<file path="src/rtl/keypad_pkg.sv">
`default_nettype none
// ============================================================================
// Module      : keypad_pkg
// Description : Shared definitions for the keypad scanner. Holds the FSM
//               state encoding and the helpers used to step the row index
//               and to turn (row, column) into a key code.
// Contents    : state_e       - scanner FSM states
//               c_row_first   - index of the row driven out of reset
//               next_row()    - row index advance with wrap
//               key_code()    - row_index*cols + col_index
// Revision    : 1.0 - initial release
// ============================================================================
package keypad_pkg;

  typedef enum logic [1:0] {
    ST_SCAN    = 2'd0,
    ST_CONFIRM = 2'd1,
    ST_PRESSED = 2'd2,
    ST_RELEASE = 2'd3
  } state_e;

  localparam int c_row_first = 0;

  // Row following idx; the last row wraps back to the first.
  function automatic int next_row(input int idx, input int rows);
    return (idx == rows - 1) ? c_row_first : idx + 1;
  endfunction

  function automatic int key_code(input int row_idx, input int col_idx, input int cols);
    return row_idx * cols + col_idx;
  endfunction

endpackage
`default_nettype wire

</file>
<file path="src/rtl/sync2.sv">
`default_nettype none
// ============================================================================
// Module      : sync2
// Description : Two-flop synchroniser for a bus of independent, slowly
//               changing lines (keypad columns). Resets to all-ones, the
//               idle level of active-low inputs.
// Ports       : clk   in  - destination clock
//               rst_n in  - asynchronous active-low reset
//               d_i   in  - asynchronous input lines
//               q_o   out - synchronised lines
// Revision    : 1.0 - initial release
// ============================================================================
module sync2 #(
  parameter int WIDTH = 1
) (
  input  logic             clk,
  input  logic             rst_n,
  input  logic [WIDTH-1:0] d_i,
  output logic [WIDTH-1:0] q_o
);

  logic [WIDTH-1:0] meta_q;
  logic [WIDTH-1:0] sync_q;

  always_ff @(posedge clk or negedge rst_n) begin
    if (!rst_n) begin
      meta_q <= '1;
      sync_q <= '1;
    end else begin
      meta_q <= d_i;
      sync_q <= meta_q;
    end
  end

  assign q_o = sync_q;

endmodule
`default_nettype wire

</file>
<file path="src/rtl/keypad_scanner.sv">
`default_nettype none
// ============================================================================
// Module      : keypad_scanner
// Description : Row-scanning matrix keypad controller with debounce. One
//               row is driven low at a time; after SETTLE clocks the
//               synchronised columns are sampled. A press must be seen
//               DEBOUNCE samples in a row before it is accepted, and a
//               release likewise before scanning resumes. Accepted codes are
//               offered on a valid/ready interface; a press that arrives
//               while an older code is still pending sets a sticky overflow.
// Ports       : clk       in  - clock, rising edge
//               rst_n     in  - asynchronous active-low reset
//               column    in  - raw active-low column lines (async)
//               row       out - one-cold active-low row drive
//               key       out - accepted key code, row*COLS + col
//               key_valid out - key holds an unconsumed code
//               key_ready in  - consumer takes key when high with key_valid
//               key_held  out - debounced key is currently down
//               overflow  out - sticky, a press was dropped
// Revision    : 1.0 - initial release
// ============================================================================
module keypad_scanner
  import keypad_pkg::*;
#(
  parameter int ROWS     = 4,
  parameter int COLS     = 4,
  parameter int SETTLE   = 1000,
  parameter int DEBOUNCE = 8
) (
  input  logic                          clk,
  input  logic                          rst_n,
  input  logic [COLS-1:0]               column,
  output logic [ROWS-1:0]               row,
  output logic [$clog2(ROWS*COLS)-1:0]  key,
  output logic                          key_valid,
  input  logic                          key_ready,
  output logic                          key_held,
  output logic                          overflow
);

  localparam int c_kw = $clog2(ROWS * COLS);
  localparam int c_rw = $clog2(ROWS);
  localparam int c_cw = $clog2(COLS);
  localparam int c_sw = $clog2(SETTLE);
  localparam int c_dw = $clog2(DEBOUNCE + 1);

  // --------------------------------------------------------------------------
  // Column synchroniser
  // --------------------------------------------------------------------------
  logic [COLS-1:0] w_col_sync;

  sync2 #(
    .WIDTH (COLS)
  ) u_sync2 (
    .clk   (clk),
    .rst_n (rst_n),
    .d_i   (column),
    .q_o   (w_col_sync)
  );

  // --------------------------------------------------------------------------
  // State
  // --------------------------------------------------------------------------
  state_e            state_q;
  logic [ROWS-1:0]   row_q;
  logic [c_rw-1:0]   row_idx_q;
  logic [c_sw-1:0]   settle_q;
  logic [c_dw-1:0]   deb_q;
  logic [c_kw-1:0]   cand_q;
  logic [c_kw-1:0]   key_q;
  logic              key_valid_q;
  logic              key_held_q;
  logic              overflow_q;

  // --------------------------------------------------------------------------
  // Sample decode
  // --------------------------------------------------------------------------
  logic              w_any_low;
  logic [c_cw-1:0]   w_col_idx;
  logic [c_kw-1:0]   w_code;
  logic [c_rw-1:0]   w_next_idx;
  logic              w_sample;
  logic              w_match;
  logic              w_accept;
  logic              w_release_done;
  logic              w_consume;

  always_comb begin
    w_any_low = ~&w_col_sync;

    // Walk from the top so the lowest low column wins.
    w_col_idx = '0;
    for (int i = COLS - 1; i >= 0; i--) begin
      if (!w_col_sync[i]) begin
        w_col_idx = c_cw'(i);
      end
    end

    w_code     = c_kw'(key_code(int'(row_idx_q), int'(w_col_idx), COLS));
    w_next_idx = c_rw'(next_row(int'(row_idx_q), ROWS));

    // The settle counter free-runs modulo SETTLE in every state, so the
    // same tick drives the scan sample and each debounce resample.
    w_sample = (settle_q == c_sw'(SETTLE - 1));
    w_match  = w_any_low && (w_code == cand_q);

    // The detecting sample in SCAN counts as the first of DEBOUNCE matches;
    // likewise the first all-high sample in PRESSED for the release.
    w_accept = w_sample &&
               (((state_q == ST_SCAN) && w_any_low && (DEBOUNCE == 1)) ||
                ((state_q == ST_CONFIRM) && w_match &&
                 (deb_q == c_dw'(DEBOUNCE - 1))));

    w_release_done = w_sample && !w_any_low &&
                     (((state_q == ST_PRESSED) && (DEBOUNCE == 1)) ||
                      ((state_q == ST_RELEASE) &&
                       (deb_q == c_dw'(DEBOUNCE - 1))));

    w_consume = key_valid_q && key_ready;
  end

  // --------------------------------------------------------------------------
  // Scanner FSM and output registers
  // --------------------------------------------------------------------------
  always_ff @(posedge clk or negedge rst_n) begin
    if (!rst_n) begin
      state_q     <= ST_SCAN;
      row_q       <= {{(ROWS - 1){1'b1}}, 1'b0};
      row_idx_q   <= c_rw'(c_row_first);
      settle_q    <= '0;
      deb_q       <= '0;
      cand_q      <= '0;
      key_q       <= '0;
      key_valid_q <= 1'b0;
      key_held_q  <= 1'b0;
      overflow_q  <= 1'b0;
    end else begin
      settle_q <= w_sample ? '0 : settle_q + 1'b1;

      if (w_consume) begin
        key_valid_q <= 1'b0;
      end

      // A pending, unconsumed code is never overwritten; the new press is
      // dropped and flagged instead.
      if (w_accept) begin
        if (!key_valid_q || w_consume) begin
          key_q       <= w_code;
          key_valid_q <= 1'b1;
        end else begin
          overflow_q  <= 1'b1;
        end
      end

      case (state_q)
        ST_SCAN: begin
          if (w_sample) begin
            if (!w_any_low) begin
              row_q     <= {row_q[ROWS-2:0], row_q[ROWS-1]};
              row_idx_q <= w_next_idx;
            end else begin
              cand_q <= w_code;
              deb_q  <= c_dw'(1);
              if (w_accept) begin
                state_q    <= ST_PRESSED;
                key_held_q <= 1'b1;
              end else begin
                state_q    <= ST_CONFIRM;
              end
            end
          end
        end

        ST_CONFIRM: begin
          if (w_sample) begin
            if (!w_match) begin
              state_q <= ST_SCAN;
            end else if (w_accept) begin
              state_q    <= ST_PRESSED;
              key_held_q <= 1'b1;
            end else begin
              deb_q <= deb_q + 1'b1;
            end
          end
        end

        ST_PRESSED: begin
          if (w_sample && !w_any_low) begin
            if (w_release_done) begin
              key_held_q <= 1'b0;
              row_q      <= {row_q[ROWS-2:0], row_q[ROWS-1]};
              row_idx_q  <= w_next_idx;
              state_q    <= ST_SCAN;
            end else begin
              deb_q   <= c_dw'(1);
              state_q <= ST_RELEASE;
            end
          end
        end

        ST_RELEASE: begin
          if (w_sample) begin
            if (w_any_low) begin
              state_q <= ST_PRESSED;
            end else if (w_release_done) begin
              key_held_q <= 1'b0;
              row_q      <= {row_q[ROWS-2:0], row_q[ROWS-1]};
              row_idx_q  <= w_next_idx;
              state_q    <= ST_SCAN;
            end else begin
              deb_q <= deb_q + 1'b1;
            end
          end
        end

        default: begin
          state_q <= ST_SCAN;
        end
      endcase
    end
  end

  assign row       = row_q;
  assign key       = key_q;
  assign key_valid = key_valid_q;
  assign key_held  = key_held_q;
  assign overflow  = overflow_q;

endmodule
`default_nettype wire
</file>
<file path="config.mk">
export PLATFORM = sky130hd
export DESIGN_NAME = keypad_scanner
export DESIGN_NICKNAME = d
export VERILOG_FILES = /design/src/rtl/keypad_pkg.sv /design/src/rtl/sync2.sv /design/src/rtl/keypad_scanner.sv
export SDC_FILE = /design/constraint.sdc
export NUM_CORES = 1
export LEC_CHECK = 0
export CORE_ASPECT_RATIO = 0.75
export CORE_UTILIZATION = 53
export CTS_BUF_LIST = sky130_fd_sc_hd__clkbuf_8
export DETAILED_ROUTE_END_ITERATION = 10
export GPL_TIMING_DRIVEN = 0
export HOLD_SLACK_MARGIN = 0.1
export PLACE_DENSITY = 0.78
export SLEW_MARGIN = 20
export SYNTH_ARGS = -nofsm -noshare
export SYNTH_HDL_FRONTEND = slang
export SYNTH_SLANG_ARGS = --single-unit
</file>
<file path="constraint.sdc">
create_clock -name clk -period 2.1 [get_ports clk]
set_input_delay 0.42 -clock clk [delete_from_list [all_inputs] [get_ports clk]]
set_output_delay 0.42 -clock clk [all_outputs]
set_load 0.01 [all_outputs]
</file>
# Yosys cells after proc, flatten, opt, wreduce, memory -nomap -nowiden
# Cells that the tools add are included.
[totals] reg_bits=41 in_bits=7 output_inout_bits=11
[op_classes] add_sub_neg=4 n_eq_ne=20 mux=56 bitwise_logic=2 reduce_logical=21
[op_table] op="$mux 4" count=16
[op_table] op="$mux 2" count=22
[op_table] op="$ne 2x2->1 const B" count=11
[op_table] op="$pmux 4 s4" count=1
[op_table] op="$reduce_and 7->1" count=2
[op_table] op="$mux 1" count=12
[op_table] op="$pmux 4 s3" count=1
[op_table] op="$add 10x1->10 const B" count=1
[op_table] op="$eq 10x10->1 const B" count=1
[op_table] op="$mux 10" count=1
[op_table] op="$reduce_and 10->1" count=1
[op_table] op="$logic_and 1x1->1" count=8
[op_table] op="$pmux 2 s4" count=1
[op_table] op="$ne 3x3->1 const B" count=2
[op_table] op="$pmux 2 s3" count=1
[op_table] op="$reduce_and 6->1" count=1
[op_table] op="$add 4x1->4 const B" count=1
[op_table] op="$add 4x2->4" count=1
[op_table] op="$eq 2x1->1 const B" count=2
[op_table] op="$eq 2x2->1 const B" count=2
[op_table] op="$eq 4x3->1 const B" count=1
[op_table] op="$eq 4x4->1" count=1
[op_table] op="$pmux 1 s4" count=1
[op_table] op="$reduce_and 2->1" count=2
[op_table] op="8 further kinds" count=10

# Longest topological paths before layout
[logic_depth] depth_word=14 mapped_depth=7 depth_no_buf=7

# Cells and area by module
# Synthesis repeated with hierarchy kept, for this count alone.
[unflattened] hier_cells=150 hier_area_um2=1826.8
[modules_own_cells] mod="keypad_scanner" n_inst=1 cells_per_inst=142 area_each_um2=1616.6
[modules_own_cells] mod="sync2" n_inst=1 cells_per_inst=8 area_each_um2=210.2

# Worst setup path after synthesis
# No wires, ideal clock.
[synth_timing] kind="reg-to-reg" from="register settle_q[0]" to="register key_q[0], in the netlist key[0]" arrival_ps=2221 required_ps=1975 slack_ps=-246 path_stages_with_launch=7 period_less_slack_ps=2346 path_cell_list="dfrtp_1 -> ha_1 -> nand4_2 -> nor4_2 -> nand3_1 -> nor4_4 -> mux2_2"
[synth_between] elab_chain_cells=3
[synth_rtl] element="start: declaration" line="keypad_scanner.sv:67" rtl="logic [c_sw-1:0] settle_q;"
[synth_rtl] element="start signal: assignment" line="keypad_scanner.sv:138" rtl="settle_q <= w_sample ? '0 : settle_q + 1'b1;"
[synth_rtl] element="$eq 10x10->1" line="keypad_scanner.sv:104" rtl="w_sample = (settle_q == c_sw'(SETTLE - 1));"
[synth_rtl] element="$logic_and 1x1->1" line="keypad_scanner.sv:109" rtl="w_accept = w_sample &&"
[synth_rtl] element="$reduce_and 2->1 (no source line)"
[synth_rtl] element="end signal: assignment" line="keypad_scanner.sv:148" rtl="key_q <= w_code;"
[synth_rtl] element="end: declaration" line="keypad_scanner.sv:70" rtl="logic [c_kw-1:0] key_q;"
# No other way between the ends.
# A chain may end at the register's enable or synchronous reset.

# Worst setup path after layout
[layout_timing] from="register settle_q[1]" to="register deb_q[3]"
[layout_between] elab_chain_cells=5 elab_cells_between_ends=12 cone_classes="eq/ne: 8; reduce/logical: 4"
[layout_rtl] element="$eq 10x10->1 *" line="keypad_scanner.sv:104"
[layout_rtl] element="$logic_and 1x1->1" line="keypad_scanner.sv:114, keypad_scanner.sv:188"
[layout_rtl] element="$logic_and 1x1->1" line="keypad_scanner.sv:114" rtl="w_release_done = w_sample && !w_any_low &&"
[layout_rtl] element="$ne 2x2->1 (no source line)"
[layout_rtl] element="$reduce_and 10->1 (no source line) *"
[layout_rtl] element="end signal: assignment" line="keypad_scanner.sv:182" rtl="deb_q <= deb_q + 1'b1;"
[layout_rtl] element="end signal: assignment" line="keypad_scanner.sv:195" rtl="deb_q <= c_dw'(1);"
[layout_rtl] element="end signal: assignment" line="keypad_scanner.sv:211" rtl="deb_q <= deb_q + 1'b1;"
[layout_rtl] element="end: declaration" line="keypad_scanner.sv:68" rtl="logic [c_dw-1:0] deb_q;"
# Mark *: on every way between the ends. The rest lies on a longest branch, timed or not.

==> flow_metrics.env <==
export IMPL_vias=1362
export IMPL_cap_violations=0
export IMPL_grtUsageTotal_pct=22.1
export IMPL_register_area_um2=1040
export IMPL_syn_nets=167
export IMPL_areaGrowthSynthToFinish_pct=31.4
export IMPL_cpMaxStageDelayCell="or4_4"
export IMPL_layout_common_cells="dfrtp_1, nor2_1, clkdlybuf4s50_1"
export IMPL_dp_cells=215
export IMPL_antenna_found_initial=0
export IMPL_critPathTopFamily="simple AND/OR/NAND/NOR gates"
export IMPL_worst_slack_ns=-0.0928
export IMPL_rows=18
export IMPL_vdd_drop_max_uv=384
export IMPL_port_buffers=17
export IMPL_crit_cells=7
export IMPL_yosysSeqAreaShare_pct=55.6
export IMPL_worstPathCellList="ha_4 > nand4_4 > or4_4 > a211oi_4 > or4b_1 > mux2_4 > nand3_2"
export IMPL_min_path_cells=0
export IMPL_routed_wl_um=3900
export IMPL_required_ns=2.34
export IMPL_syn_inst=157
export IMPL_slew_viol_final=0
export IMPL_wl_met3_um=165
export IMPL_clockBufferDepth=2
export IMPL_multi_input_area_um2=930
export IMPL_setup_violations=1
export IMPL_start_util_pct=56.1
export IMPL_worstRegToRegCells=7
export IMPL_synth_area_leaders="dfrtp_1, dfstp_2, mux2_2"
export IMPL_holdPathEnd="u_sync2.q_o[3]"
export IMPL_critPathBufInv=0
export IMPL_met2WireLength_um=1900
export IMPL_fin_crit_ns=2.19
export IMPL_fin_setup_tns_ns=-0.0928
export IMPL_grt_pass1_wl_um=6090
export IMPL_firstDrtPassIters=7
export IMPL_diodes=0
export IMPL_cp_slowest_stage_delay_ns=0.47
export IMPL_final_common_cell="dfrtp_1"
export IMPL_gr_total_overflow=0
export IMPL_tightest_slew_ns=0.509
export IMPL_wl_met1_um=1770
export IMPL_hpwl_um=2530
export IMPL_violations="design-rule violations, negative setup slack"
export IMPL_fin_nets=209
export IMPL_min_delay_start="u_sync2.meta_q[3]"
export IMPL_max_freq_mhz=456
export IMPL_final_cells=240
export IMPL_die_area_um2=3770
export IMPL_synth_top_area_share_pct=40.2
export IMPL_place_gp_congestion=0.767
export IMPL_drt_iter0_drc=89
export IMPL_yosysWarnings=0
export IMPL_rr_startpoint="settle_q[1]"
export IMPL_crit_type="reg -> reg"
export IMPL_drc=2
export IMPL_design_area_um2=2460
export IMPL_io_pins=18
export IMPL_wl_per_cell_um=16.2
export IMPL_cts_sinks=41
export IMPL_start_kind="flip-flop"
export IMPL_timing_rr_end="deb_q[3]"
export IMPL_ant_nets=0
export IMPL_power_density_nw_per_um2=561
export IMPL_coreArea_um2=3330
export IMPL_synth_area_leader_cell="dfrtp_1"
export IMPL_finalPower_uw=1380
export IMPL_fp_dieH_um=53.4
export IMPL_worstHoldPathType="reg -> reg"
export IMPL_first_global_vias=1338
export IMPL_n_fill_cell=214
export IMPL_top_layer_used="met4"
export IMPL_cts_buffers_inserted=5
export IMPL_critical_path_arrival_ns=2.43
export IMPL_grt_max_degree=25
export IMPL_crit_fanout=3
export IMPL_root_buffer="clkbuf_8"
export IMPL_cts_tree="yes"
export IMPL_slew_headroom_pct=66.1
export IMPL_clk_latency_ns=0.30
export IMPL_postPlaceCellArea_um2=2150
export IMPL_fin_crit_sh_pct=104
export IMPL_ys_types=39
export IMPL_die_x_um=70.6
export IMPL_layout_drive_gt1_share_pct=33.0
export IMPL_via_per_inst=5.68
export IMPL_hold_violations=0
export IMPL_htree_levels=2
export IMPL_ys_ff_latch=41
export IMPL_rsz0062_at_grt="yes"
export IMPL_end_kind="flip-flop"
export IMPL_syn_cell_area_um2=1870
export IMPL_p_leak_uw=0.00108
export IMPL_cts_reportedPaths_clkPinSlew_ns=0.08
export IMPL_r2r_slack_ns=-0.09
export IMPL_whs_ns=0.359
export IMPL_status="finished with violations"
export IMPL_syn_mean_instance_area_um2=11.9
export IMPL_clock_skew_ns=0.00293
## sequential cells by signal, indices dropped and copies added (netlist names)
register and flops:
row_idx_q 2, key 4, overflow 1, key_valid 1
cand_q 4, deb_q 4, row 4, u_sync2.q_o 4
state_q 2, u_sync2.meta_q 4, key_held 1, settle_q 10
## final cells by class
class / count / area share [%]
flip-flops and latches: 41 / 42.3
multi-input cells: 112 / 37.9
repair buffers: 36 / 13.8
clock buffers: 5 / 2.80
well taps: 40 / 2.04
clock inverters: 3 / 0.764
inverters: 2 / 0.306
plain buffers: 1 / 0.153
## kinds of logic (layout without fill, tap and decap cells)
kind of cell	count (synthesis)	after routing	synth area share [%]
simple gates	64	64	20.1
flops	41	41	55.6
compound gates	21	21	8.17
mux	15	15	9.04
xor+xnor	9	9	4.22
buf+inv	4	47	0.804
fa+ha+maj	3	3	2.01
## cells in the mapped netlist
library cell / number
or4_4: 1
dfstp_2: 11
o21ai_0: 2
o41ai_1: 1
and3_1: 3
o2111ai_1: 1
and4_1: 3
nand4b_1: 2
mux2_2: 15
a21oi_1: 6
nor4_2: 1
xor2_1: 8
or4b_1: 1
a21boi_0: 1
ha_1: 3
nor2_1: 16
nor3_1: 6
nand3_1: 7
nand4_1: 3
or2_2: 1
nand4_2: 1
o221ai_1: 1
nand2_1: 8
o22ai_1: 1
inv_1: 2
xnor2_1: 1
nor4_4: 1
a31oi_1: 1
dfrtp_1: 30
nor2b_1: 1
o211ai_1: 2
a21o_1: 3
and2_1: 2
o2bb2ai_1: 1
clkbuf_1: 2
nor4_1: 1
a211oi_4: 1
nand2b_1: 5
nand3_2: 1
## power by group
part           internal, µW  switching (µW)
combinational          24.6            31.5
sequential              803            5.61
clock                   229             283
## through the flow
stage,util [%],worst slack [ns]
2_1_floorplan,-,-0.164
3_3_place_gp,63.9,-0.285
3_5_place_dp,64.5,-0.350
4_1_cts,69.8,-0.138
5_1_grt,73.7,-0.171
6_report,73.7,-0.0928
## timing repair
item / 4_1_cts / 5_1_grt
setup endpoints to repair: 18 / 13
endpoints found under the hold margin: 11 / 0
hold buffers: 1 / 0
pin swaps: 3 / 4
setup buffers: 9 / 11
resized for setup: 6 / 14
## per-layer routing
metal,up-vias,track usage [%]
li1,657,-
met1,673,26.4
met2,25,38.5
met3,7,6.10
met4,0,9.00
met5,-,0
## how the worst max path moves through the flow
stage / from / to / slack [ns]
after floorplan: settle_q[0] / deb_q[3] / -0.16
after global placement: rst_n / row[0] / -0.28
after detailed placement: settle_q[1] / cand_q[0] / -0.35
after CTS: settle_q[1] / deb_q[3] / -0.14
after global routing: settle_q[1] / deb_q[3] / -0.17
final: settle_q[1] / deb_q[3] / -0.09
No activity file was read; power rests on OpenSTA's default activity.
